File: config.mk
export PLATFORM = sky130hd
export DESIGN_NAME = ldm_stm_sequencer_flat
export DESIGN_NICKNAME = d
export VERILOG_FILES = /design/src/rtl/arm_cpu_pkg.sv /design/src/rtl/ldm_stm_sequencer_if.sv /design/src/rtl/ldm_stm_sequencer_lowest_set_bit_encoder.sv /design/src/rtl/ldm_stm_sequencer.sv /design/src/flat_wrapper.sv
export SDC_FILE = /design/constraint.sdc
export NUM_CORES = 1
export LEC_CHECK = 0
export CAP_MARGIN = 20
export CORE_AREA = 2 2 182 149
export DETAILED_ROUTE_END_ITERATION = 10
export DIE_AREA = 0 0 184 151
export PLACE_DENSITY = 0.65
export SLEW_MARGIN = 15
export SYNTH_ARGS = -nofsm -noshare
export SYNTH_HDL_FRONTEND = slang
export SYNTH_SLANG_ARGS = --single-unit
File: constraint.sdc
create_clock -name clk -period 3.6 [get_ports clk]
set_input_delay 1.08 -clock clk [delete_from_list [all_inputs] [get_ports clk]]
set_output_delay 1.08 -clock clk [all_outputs]
set_load 0.01 [all_outputs]
File: src/rtl/arm_cpu_pkg.sv
// Shared CPU-side types and constants for the LDM/STM block-transfer sequencer.
package arm_cpu_pkg;

  typedef enum logic [1:0] {
    S_IDLE      = 2'd0,
    S_TRANSFER  = 2'd1,
    S_WRITEBACK = 2'd2,
    S_DONE      = 2'd3
  } ldm_state_t;

  localparam int unsigned WORD_BYTES = 4;
  localparam int unsigned PC_INDEX   = 15;

endpackage

File: src/rtl/ldm_stm_sequencer_if.sv
// Command, RegisterFile and data-memory signals of the LDM/STM sequencer.
interface ldm_stm_sequencer_if #(
  parameter int unsigned DATA_WIDTH = 32,
  parameter int unsigned REG_COUNT  = 16
);
  localparam int unsigned IDX_W = $clog2(REG_COUNT);

  logic                  start;
  logic                  is_load;
  logic                  pre_index;
  logic                  up;
  logic                  writeback;
  logic [IDX_W-1:0]      base_reg;
  logic [DATA_WIDTH-1:0] base_value;
  logic [REG_COUNT-1:0]  register_list;
  logic [DATA_WIDTH-1:0] read_data2;
  logic [DATA_WIDTH-1:0] mem_read_data;

  logic [IDX_W-1:0]      read_reg_addr2;
  logic                  write_enable3;
  logic [IDX_W-1:0]      write_reg_addr3;
  logic [DATA_WIDTH-1:0] write_data3;
  logic                  pc_write_enable;
  logic [DATA_WIDTH-1:0] pc_write_data;
  logic [DATA_WIDTH-1:0] mem_addr;
  logic                  mem_write_enable;
  logic [DATA_WIDTH-1:0] mem_write_data;
  logic                  busy;
  logic                  done;

  modport master (
    output start, is_load, pre_index, up, writeback, base_reg, base_value,
           register_list, read_data2, mem_read_data,
    input  read_reg_addr2, write_enable3, write_reg_addr3, write_data3,
           pc_write_enable, pc_write_data, mem_addr, mem_write_enable,
           mem_write_data, busy, done
  );

  modport slave (
    input  start, is_load, pre_index, up, writeback, base_reg, base_value,
           register_list, read_data2, mem_read_data,
    output read_reg_addr2, write_enable3, write_reg_addr3, write_data3,
           pc_write_enable, pc_write_data, mem_addr, mem_write_enable,
           mem_write_data, busy, done
  );
endinterface

File: src/rtl/ldm_stm_sequencer_lowest_set_bit_encoder.sv
// Combinational priority encoder: index of the lowest set bit in a register list.
module lowest_set_bit_encoder #(
  parameter int unsigned REG_COUNT = 16
) (
  input  logic [REG_COUNT-1:0]         list,
  output logic [$clog2(REG_COUNT)-1:0] index,
  output logic                         valid
);
  localparam int unsigned IDX_W = $clog2(REG_COUNT);

  // Scan downward so the lowest set bit is the last one to claim the index.
  always_comb begin
    index = '0;
    for (int i = int'(REG_COUNT) - 1; i >= 0; i--) begin
      if (list[i]) index = IDX_W'(i);
    end
  end

  assign valid = |list;

endmodule

File: src/rtl/ldm_stm_sequencer.sv
// LDM/STM block-transfer sequencer: one register per cycle, then optional base writeback.
module ldm_stm_sequencer
  import arm_cpu_pkg::*;
#(
  parameter int unsigned DATA_WIDTH = 32,
  parameter int unsigned REG_COUNT  = 16
) (
  input logic                clk,
  input logic                reset,
  ldm_stm_sequencer_if.slave bus
);
  localparam int unsigned IDX_W = $clog2(REG_COUNT);
  localparam int unsigned CNT_W = $clog2(REG_COUNT + 1);

  ldm_state_t            state_q, state_d;
  logic [REG_COUNT-1:0]  list_q, list_d;
  logic [DATA_WIDTH-1:0] addr_q, addr_d;
  logic [DATA_WIDTH-1:0] final_q, final_d;
  logic                  is_load_q, is_load_d;
  logic                  wb_q, wb_d;
  logic [IDX_W-1:0]      base_reg_q, base_reg_d;

  logic [CNT_W-1:0]      n_c;
  logic [DATA_WIDTH-1:0] span_c;
  logic [IDX_W-1:0]      cur_idx;
  logic                  cur_valid;

  lowest_set_bit_encoder #(.REG_COUNT(REG_COUNT)) u_lsb (
    .list  (list_q),
    .index (cur_idx),
    .valid (cur_valid)
  );

  always_comb begin
    n_c = '0;
    for (int i = 0; i < int'(REG_COUNT); i++) n_c = n_c + CNT_W'(bus.register_list[i]);
    span_c = DATA_WIDTH'(n_c) * DATA_WIDTH'(WORD_BYTES);
  end

  always_ff @(posedge clk or posedge reset) begin
    if (reset) state_q <= S_IDLE;
    else       state_q <= state_d;
  end

  always_ff @(posedge clk or posedge reset) begin
    if (reset) begin
      list_q     <= '0;
      addr_q     <= '0;
      final_q    <= '0;
      is_load_q  <= 1'b0;
      wb_q       <= 1'b0;
      base_reg_q <= '0;
    end else begin
      list_q     <= list_d;
      addr_q     <= addr_d;
      final_q    <= final_d;
      is_load_q  <= is_load_d;
      wb_q       <= wb_d;
      base_reg_q <= base_reg_d;
    end
  end

  always_comb begin
    state_d    = state_q;
    list_d     = list_q;
    addr_d     = addr_q;
    final_d    = final_q;
    is_load_d  = is_load_q;
    wb_d       = wb_q;
    base_reg_d = base_reg_q;
    case (state_q)
      S_IDLE: begin
        if (bus.start) begin
          list_d     = bus.register_list;
          is_load_d  = bus.is_load;
          base_reg_d = bus.base_reg;
          // A load that overwrites the base register wins over writeback.
          wb_d       = bus.writeback & ~(bus.is_load & bus.register_list[bus.base_reg]);
          final_d    = bus.up ? bus.base_value + span_c : bus.base_value - span_c;
          case ({bus.pre_index, bus.up})
            2'b01:   addr_d = bus.base_value;
            2'b11:   addr_d = bus.base_value + DATA_WIDTH'(WORD_BYTES);
            2'b00:   addr_d = bus.base_value - span_c + DATA_WIDTH'(WORD_BYTES);
            default: addr_d = bus.base_value - span_c;
          endcase
          state_d = (n_c == '0) ? S_DONE : S_TRANSFER;
        end
      end
      S_TRANSFER: begin
        list_d = list_q & ~(REG_COUNT'(1) << cur_idx);
        addr_d = addr_q + DATA_WIDTH'(WORD_BYTES);
        if (list_d == '0 || !cur_valid) state_d = wb_q ? S_WRITEBACK : S_DONE;
      end
      S_WRITEBACK: state_d = S_DONE;
      default:     state_d = S_IDLE;
    endcase
  end

  logic [IDX_W-1:0]      read_reg_addr2_c;
  logic                  write_enable3_c;
  logic [IDX_W-1:0]      write_reg_addr3_c;
  logic [DATA_WIDTH-1:0] write_data3_c;
  logic                  pc_write_enable_c;
  logic [DATA_WIDTH-1:0] pc_write_data_c;
  logic [DATA_WIDTH-1:0] mem_addr_c;
  logic                  mem_write_enable_c;
  logic [DATA_WIDTH-1:0] mem_write_data_c;
  logic                  done_c;

  // Outputs decode from registered state; load/store data pass straight through.
  always_comb begin
    read_reg_addr2_c   = '0;
    write_enable3_c    = 1'b0;
    write_reg_addr3_c  = '0;
    write_data3_c      = '0;
    pc_write_enable_c  = 1'b0;
    pc_write_data_c    = '0;
    mem_addr_c         = '0;
    mem_write_enable_c = 1'b0;
    mem_write_data_c   = '0;
    done_c             = 1'b0;
    case (state_q)
      S_TRANSFER: begin
        if (cur_valid) begin
          mem_addr_c = addr_q;
          if (!is_load_q) begin
            read_reg_addr2_c   = cur_idx;
            mem_write_data_c   = bus.read_data2;
            mem_write_enable_c = 1'b1;
          end else if (cur_idx == IDX_W'(PC_INDEX)) begin
            pc_write_enable_c = 1'b1;
            pc_write_data_c   = bus.mem_read_data;
          end else begin
            write_enable3_c   = 1'b1;
            write_reg_addr3_c = cur_idx;
            write_data3_c     = bus.mem_read_data;
          end
        end
      end
      S_WRITEBACK: begin
        write_enable3_c   = 1'b1;
        write_reg_addr3_c = base_reg_q;
        write_data3_c     = final_q;
      end
      S_DONE:  done_c = 1'b1;
      default: ;
    endcase
  end

  assign bus.read_reg_addr2   = read_reg_addr2_c;
  assign bus.write_enable3    = write_enable3_c;
  assign bus.write_reg_addr3  = write_reg_addr3_c;
  assign bus.write_data3      = write_data3_c;
  assign bus.pc_write_enable  = pc_write_enable_c;
  assign bus.pc_write_data    = pc_write_data_c;
  assign bus.mem_addr         = mem_addr_c;
  assign bus.mem_write_enable = mem_write_enable_c;
  assign bus.mem_write_data   = mem_write_data_c;
  assign bus.busy             = (state_q != S_IDLE);
  assign bus.done             = done_c;

endmodule

File: src/flat_wrapper.sv
// flat-port wrapper written by rule: the top's interface ports become plain ports
module ldm_stm_sequencer_flat import arm_cpu_pkg::*;
#(
  parameter int unsigned DATA_WIDTH = 32,
  parameter int unsigned REG_COUNT  = 16
)
  (clk, reset, bus_start, bus_is_load, bus_pre_index, bus_up, bus_writeback, bus_base_reg, bus_base_value, bus_register_list, bus_read_data2, bus_mem_read_data, bus_read_reg_addr2, bus_write_enable3, bus_write_reg_addr3, bus_write_data3, bus_pc_write_enable, bus_pc_write_data, bus_mem_addr, bus_mem_write_enable, bus_mem_write_data, bus_busy, bus_done);
  ldm_stm_sequencer_if #(.DATA_WIDTH(DATA_WIDTH), .REG_COUNT(REG_COUNT)) bus_i ();
  input logic clk;
  input logic reset;
  input wire logic [$bits(bus_i.start)-1:0] bus_start;
  input wire logic [$bits(bus_i.is_load)-1:0] bus_is_load;
  input wire logic [$bits(bus_i.pre_index)-1:0] bus_pre_index;
  input wire logic [$bits(bus_i.up)-1:0] bus_up;
  input wire logic [$bits(bus_i.writeback)-1:0] bus_writeback;
  input wire logic [$bits(bus_i.base_reg)-1:0] bus_base_reg;
  input wire logic [$bits(bus_i.base_value)-1:0] bus_base_value;
  input wire logic [$bits(bus_i.register_list)-1:0] bus_register_list;
  input wire logic [$bits(bus_i.read_data2)-1:0] bus_read_data2;
  input wire logic [$bits(bus_i.mem_read_data)-1:0] bus_mem_read_data;
  output wire logic [$bits(bus_i.read_reg_addr2)-1:0] bus_read_reg_addr2;
  output wire logic [$bits(bus_i.write_enable3)-1:0] bus_write_enable3;
  output wire logic [$bits(bus_i.write_reg_addr3)-1:0] bus_write_reg_addr3;
  output wire logic [$bits(bus_i.write_data3)-1:0] bus_write_data3;
  output wire logic [$bits(bus_i.pc_write_enable)-1:0] bus_pc_write_enable;
  output wire logic [$bits(bus_i.pc_write_data)-1:0] bus_pc_write_data;
  output wire logic [$bits(bus_i.mem_addr)-1:0] bus_mem_addr;
  output wire logic [$bits(bus_i.mem_write_enable)-1:0] bus_mem_write_enable;
  output wire logic [$bits(bus_i.mem_write_data)-1:0] bus_mem_write_data;
  output wire logic [$bits(bus_i.busy)-1:0] bus_busy;
  output wire logic [$bits(bus_i.done)-1:0] bus_done;
  assign bus_i.start = bus_start;
  assign bus_i.is_load = bus_is_load;
  assign bus_i.pre_index = bus_pre_index;
  assign bus_i.up = bus_up;
  assign bus_i.writeback = bus_writeback;
  assign bus_i.base_reg = bus_base_reg;
  assign bus_i.base_value = bus_base_value;
  assign bus_i.register_list = bus_register_list;
  assign bus_i.read_data2 = bus_read_data2;
  assign bus_i.mem_read_data = bus_mem_read_data;
  assign bus_read_reg_addr2 = bus_i.read_reg_addr2;
  assign bus_write_enable3 = bus_i.write_enable3;
  assign bus_write_reg_addr3 = bus_i.write_reg_addr3;
  assign bus_write_data3 = bus_i.write_data3;
  assign bus_pc_write_enable = bus_i.pc_write_enable;
  assign bus_pc_write_data = bus_i.pc_write_data;
  assign bus_mem_addr = bus_i.mem_addr;
  assign bus_mem_write_enable = bus_i.mem_write_enable;
  assign bus_mem_write_data = bus_i.mem_write_data;
  assign bus_busy = bus_i.busy;
  assign bus_done = bus_i.done;
  ldm_stm_sequencer #(.DATA_WIDTH(DATA_WIDTH), .REG_COUNT(REG_COUNT)) u_core (.clk(clk), .reset(reset), .bus(bus_i));
endmodule
==> Word-level counts from Yosys, hierarchy flattened <==
Cells that the tools add are included.
{ "totals": {"regBits": 88, "in_bits": 123, "out_inout_bits": 141, "word_cells": 115} }
{ "op_classes": {"n_addsub": 20, "n_lt_le_gt_ge": 1, "eq_ne": 8, "shift": 1, "muxes": 61, "bitwise": 5, "reduce_logical": 12} }
{ "op_table": {"columns": ["operator", "count"], "rows": [
  ["32-bit 2-to-1 mux", 14],
  ["32-bit one-hot mux with 2 select lines", 2],
  ["32-bit by 3-bit adder with 32-bit output, second input constant", 3],
  ["32-bit one-hot mux with 3 select lines", 1],
  ["4-bit 2-to-1 mux", 22],
  ["5-bit by 1-bit adder with 5-bit output", 14],
  ["32-bit by 7-bit adder with 32-bit output", 1],
  ["16-bit one-hot mux with 2 select lines", 1],
  ["32-bit by 7-bit subtractor with 32-bit output", 1],
  ["16-bit AND", 1],
  ["16-bit logical NOT", 1],
  ["16-bit 2-to-1 mux", 1],
  ["16-bit NOT", 1],
  ["16-bit OR reduction", 1],
  ["1-bit by 4-bit << shifter with 16-bit output, first input constant", 1],
  ["1-bit 2-to-1 mux", 13],
  ["4-bit one-hot mux with 2 select lines", 1],
  ["2-bit == test, second input constant", 3],
  ["2-bit 2-to-1 mux", 3],
  ["2-bit one-hot mux with 3 select lines", 1],
  ["2-bit AND reduction", 3],
  ["5-bit logical NOT", 1],
  ["4-bit by 5-bit < comparator with 1-bit output, second input constant", 1],
  ["1-bit binary-select mux with 4-bit select", 1],
  ["12 further kinds", 16]
]} }

==> Longest topological paths before layout <==
{ "logic_depth": {"depth_word": 23, "ltp_mapped": 27, "mapped_depth_nobuf": 24} }

==> Modules after synthesis <==
From an unflattened synthesis, not the netlist that was laid out.
{ "unflattened": {"cells_unflattened": 1407, "hier_area_um2": 10247.3} }
{ "modules_own_cells": {"columns": ["module", "instances", "cells_each", "area_per_inst_um2", "seq_area_each_um2"], "rows": [
  ["ldm_stm_sequencer", 1, 1373, 10070.9, 2202.1],
  ["lowest_set_bit_encoder", 1, 34, 176.4, 0.0]
]} }

==> Worst setup path before layout <==
Ideal clock, no wire load.
{ "synth_path": {"kind": "input to register", "start": "input port bus_register_list[0]", "end": "register u_core.addr_q[30]", "setup_ps": 139, "arrival_ps": 7233, "t_required_ps": 3461, "slack_ps": -3772, "path_stages": 20, "path_buffers": 1, "path_cell_list": "ha_1 -> inv_1 -> fa_1 -> fa_1 -> fa_1 -> fa_1 -> fa_1 -> fa_1 -> xnor2_1 -> inv_1 -> ha_1 -> clkbuf_1 -> o311a_1 -> or3_1 -> a2111oi_0 -> o211ai_1 -> or4_4 -> or4_1 -> nand3_1 -> a41oi_1"} }
{ "synth_between": {"elab_chain_cells": 20} }
{ "synth_lines": {"columns": ["item", "line", "source"], "rows": [
  ["start, declared", "flat_wrapper.sv:18", "input wire logic [$bits(bus_i.register_list)-1:0] bus_register_list;"],
  ["1-bit by 1-bit adder with 2-bit output (*)", "ldm_stm_sequencer.sv:36", "for (int i = 0; i < int'(REG_COUNT); i++) n_c = n_c + CNT_W'(bus.register_list[i]);"],
  ["5-bit by 1-bit adder with 5-bit output (*) (14 in series)", "ldm_stm_sequencer.sv:36", null],
  ["32-bit by 7-bit subtractor with 32-bit output (*)", "ldm_stm_sequencer.sv:83, ldm_stm_sequencer.sv:84", null],
  ["32-bit by 3-bit adder with 32-bit output", "ldm_stm_sequencer.sv:83", "2'b00: addr_d = bus.base_value - span_c + DATA_WIDTH'(WORD_BYTES);"],
  ["32-bit one-hot mux with 3 select lines (*)", "ldm_stm_sequencer.sv:80", "case ({bus.pre_index, bus.up})"],
  ["32-bit 2-to-1 mux (*)", "ldm_stm_sequencer.sv:73", "if (bus.start) begin"],
  ["32-bit one-hot mux with 2 select lines (*)", "ldm_stm_sequencer.sv:71", "case (state_q)"],
  ["end signal, assigned", "ldm_stm_sequencer.sv:55", "addr_q <= addr_d;"],
  ["end, declared", "ldm_stm_sequencer.sv:17", "logic [DATA_WIDTH-1:0] addr_q, addr_d;"]
]} }
Every way passes the cells marked *; elsewhere a longest branch is shown, timed or not. The select of a mux whose other input is x is not followed.
A chain may end at the register's enable or synchronous reset.

==> Final worst setup path <==
{ "layout_path": {"start": "input port bus_register_list[0]", "end": "register u_core.addr_q[31]"} }
Same word-level chain as after synthesis.

==> impl_results.md <==
* Number of buffers added on ports at 263
* Site Rows at 53
* Crit Path Class: input port to flip-flop
* Final Setup Violations at 112
* F_max at 140.1 MHz
* Async S/R FF share, synth at 1.000
* First-pass GRT wire length at 76.77 mm
* Core Area at 25860 µm²
* Final Hold Viols at 0
* CTS tree: done
* Largest family of logic cells by synthesized area: simple AND/OR/NAND/NOR gates
* Critical path's slowest cell: fa_1
* Yosys Warn Count at 0
* Power Total at 14.69 mW
* CP cell instances: buf_6 > ha_4 > inv_2 > fa_1 > fa_1 > fa_1 > fa_1 > fa_2 > fa_2 > xnor2_4 > inv_2 > ha_4 > buf_6 > nand2b_4 > o311a_4 > nor4_4 > buf_4 > nand3_4 > xor2_2 > or4_4 > buf_4 > nor4_4 > xnor2_1 > a41o_1
* Share of the synthesized area in the top cell type at 0.2151
* Syn avg cell area at 7.391 µm²
* P_sw at 6.982 mW
* TritonRoute pass-1 iters at 5
* Die X at 184 µm
* GRT Util Overall at 0.3683
* Die H at 151 µm
* Most used cell along the critical path: fa_1
* WL final at 56.37 mm
* CP endpoint kind: flip-flop
* Synth top cells by count: 129 x nand2_1, 111 x o21ai_0, 100 x nor2_1
* Ratio of final minimum period to clock period at 1.983
* Xor/xnor share of the synthesized area at 0.06674
* Via density at 5.919
* Worst R2R Start: u_core.list_q[10]$_DFFE_PP0P_
* Post-synth EDFFs at 0
* Initial drt markers at 1379
* Initial antenna violation count at 2
* Status: finished, violations left
* Initial Utilization at 0.3958
* Post-layout util at 0.7382
* Min-Delay Path Class: flip-flop to flip-flop
* Layout Area Growth over Synthesis at 86.51%
* Final nets at 2176
* WP buf/inv at 6
* Net Sw Frac at 0.4752
* Seq pwr share at 0.134
* Largest net degree at the start of global routing at 71
* Flop2flop setup slack at -0.02 ns
* Top Family by Delay on Critical Path: adder cells
* Clock root cell: clkbuf_16
* Failing checks: setup timing
* Fill cell count at 1945
* Full die area at 27780 µm²
* Clk_lat worst skew at 0.36 ns
* CP Max Fanout at 6
* Yosys cell types at 83
* Clock power frac at 0.070
* Area leader, netlist: dfrtp_1
* GRT overflow at 0
* Detailed-route via count at 13933
* CTS Buffer Depth at 2
* Setup TNS at -179.78 ns
* Worst hold start: u_core.addr_q[0]$_DFFE_PP0P_
* Simple-gate portion of the synthesized area at 0.3138
* FF+latch area at 2210 µm²
* Count leader, synth: nand2_1
* Area contributors post-synth: dfrtp_1 22%, and2_1 5.9%, o21ai_0 5.4%, nand2_1 4.7%, a21oi_1 4.4%
* Logic gate share of total power at 0.796
* Worst setup SP type: input port
* Register area share after synthesis at 0.2151
* Vias in the first global route at 12653
* Place WS at -4.334 ns
* RePlAce Congestion at 0.9760
* Cells after Synth at 1385
* Ports at 264
* Peak supply drop at 0.0005427 V
* Pwr/cell area at 769.6 nW/µm²
* WL/cell at 23.95 µm
* Worst R2R End: u_core.state_q[0]$_DFFE_PP0P_
* Maxcap violations at 0
* Crit-path max cell delay at 0.55 ns
* P_int at 7.709 mW
* H-tree levels at 3
* Hold depth at 2
* Synth Area in Compound Gates at 0.2538
* Drt drc at 0
* DRT antenna net count at 0
* Clock sink total at 88
* Ys flop type: dfrtp_1
* Hold path endpoint: u_core.addr_q[0]$_DFFE_PP0P_
* Actual slew at the worst max-slew pin at 0.8366 ns
* Clock skew at 0.009153 ns
* Critical Path AT at 7.39 ns
* Leak at 8.669 nW
* RSZ-0062 raised after global routing: true
* Final Worst Setup Slack at -3.538 ns
* Max Slew Vio Count at 0
* Relative slew slack at 0.4385
* Num CTS Buffers at 9
* Multi-input logic area at 9565 µm²
* CP required at 3.85 ns
* Crit path time final at 7.138 ns
* Post-synthesis mux area share at 0.02494
* Layout cells sized above 1 at 0.4693
* Clk pin slew, worst setup/hold paths at 0.07 ns
* Post-synthesis adder-cell area fraction at 0.05525
* Syn Std Cell Area at 10240 µm²
* FF+latch count, synth at 88
* R2r worst-path depth at 13
* Syn nets at 1546
* DP Wirelength at 39.01 mm
cell type report:
cell class,count,share of cell area
multi-input cells,1140,0.5010
repair buffers,718,0.3329
flip-flops and latches,88,0.1157
well taps,330,0.02163
clock buffers,11,0.01271
inverters,58,0.01212
clock inverters,5,0.003343
diodes,4,0.0005243
cells in the final DEF (no fill, tap or decap), types with 13 or more instances in the layout:
| cell type | synthesis | routed |
|---|---|---|
| and2_1 | 96 | 67 |
| nand4_1 | 17 | 17 |
| clkdlybuf4s50_1 | 0 | 117 |
| ha_1 | 26 | 15 |
| a21o_1 | 20 | 20 |
| inv_1 | 56 | 46 |
| a21oi_2 | 0 | 14 |
| dfrtp_1 | 88 | 82 |
| buf_2 | 3 | 48 |
| a31oi_1 | 22 | 17 |
| nor3_1 | 34 | 19 |
| xnor2_1 | 45 | 20 |
| nor2_4 | 0 | 20 |
| o21ai_1 | 2 | 37 |
| and3_1 | 26 | 26 |
| o21ai_0 | 111 | 61 |
| clkbuf_2 | 0 | 23 |
| nand2_1 | 129 | 111 |
| nand3_1 | 47 | 35 |
| clkbuf_16 | 0 | 13 |
| nor4_4 | 2 | 17 |
| xor2_1 | 33 | 26 |
| nor2_1 | 100 | 74 |
| dlymetal6s2s_1 | 0 | 32 |
| a22oi_2 | 0 | 32 |
| buf_6 | 6 | 112 |
| xnor2_2 | 0 | 20 |
| a21oi_1 | 90 | 71 |
| and2_4 | 0 | 29 |
| buf_4 | 5 | 354 |
| nor2b_1 | 42 | 35 |
power groups by stage:
| stage | clock, mW | sequential [mW] | combinational, mW |
|---|---|---|---|
| 6_report | 1.03 | 1.96 | 11.7 |
| 3_5_place_dp | 0 | 1.88 | 8.48 |
| 4_1_cts | 1.03 | 1.89 | 9.50 |
| 2_1_floorplan | 0 | 1.75 | 4.66 |
| 3_3_place_gp | 0 | 1.87 | 8.43 |
| 5_1_grt | 1.07 | 2.01 | 12.3 |
metrics by stage:
step                      cell area [µm²]  instances  hold WS, ns
after CTS                           17350       2293       0.4793
after detailed placement            15890       2212       0.4631
after floorplan                     10780       1385       0.4413
after global routing                19090       2352       0.4967
final                               19090       2354       0.4805
after global placement              15890       2212       0.4571
logic make-up (layout without fill, tap and decap cells):
group                    Yosys count  after routing
AND/OR/NAND/NOR                  600            600
flip-flops                        88             88
other                              0              4
buffers and inverters            158            792
adder cells (fa/ha/maj)           38             38
multiplexers                      18             18
AO/OA/AOI/OAI                    405            406
XOR/XNOR                          78             78
state kept, by name, summed over array words and instances (netlist names):
signal,cells
u_core.addr_q,32
u_core.base_reg_q,4
u_core.final_q,32
u_core.is_load_q,1
u_core.list_q,16
u_core.state_q,2
u_core.wb_q,1
tightest hold or removal path, cell delays in order (launching register included):
cell and delay (ns):
dfrtp_1 0.34, nand2_1 0.04, o21ai_0 0.06
routing by layer:
| metal | track usage | vias up | routed length [µm] |
|---|---|---|---|
| met4 | 0.1480 | 0 | 2369 |
| met2 | 0.5691 | 758 | 25570 |
| met3 | 0.08776 | 138 | 5519 |
| met1 | 0.4964 | 6762 | 22910 |
| met5 | 0 | - | 0 |
| li1 | - | 6275 | - |
worst max-delay path by stage:
stage                     slack (ns)                       endpoint  depth (start not counted)                 start
after floorplan                -3.52  u_core.addr_q[30]$_DFFE_PP0P_                         20  bus_register_list[1]
after global placement         -4.31  u_core.addr_q[18]$_DFFE_PP0P_                         24  bus_register_list[0]
after detailed placement       -4.33  u_core.addr_q[30]$_DFFE_PP0P_                         23  bus_register_list[0]
after CTS                      -3.52  u_core.addr_q[30]$_DFFE_PP0P_                         24  bus_register_list[0]
after global routing           -3.65  u_core.addr_q[31]$_DFFE_PP0P_                         24  bus_register_list[0]
final                          -3.54  u_core.addr_q[31]$_DFFE_PP0P_                         24  bus_register_list[0]
repair_timing:
action	CTS	global route
endpoints found under the setup margin	200	196
resized for setup	516	452
cloned	5	7
pin swaps	104	156
hold buffers	0	0
buffers inserted	64	85
No activity file was read; power rests on OpenSTA's default activity.
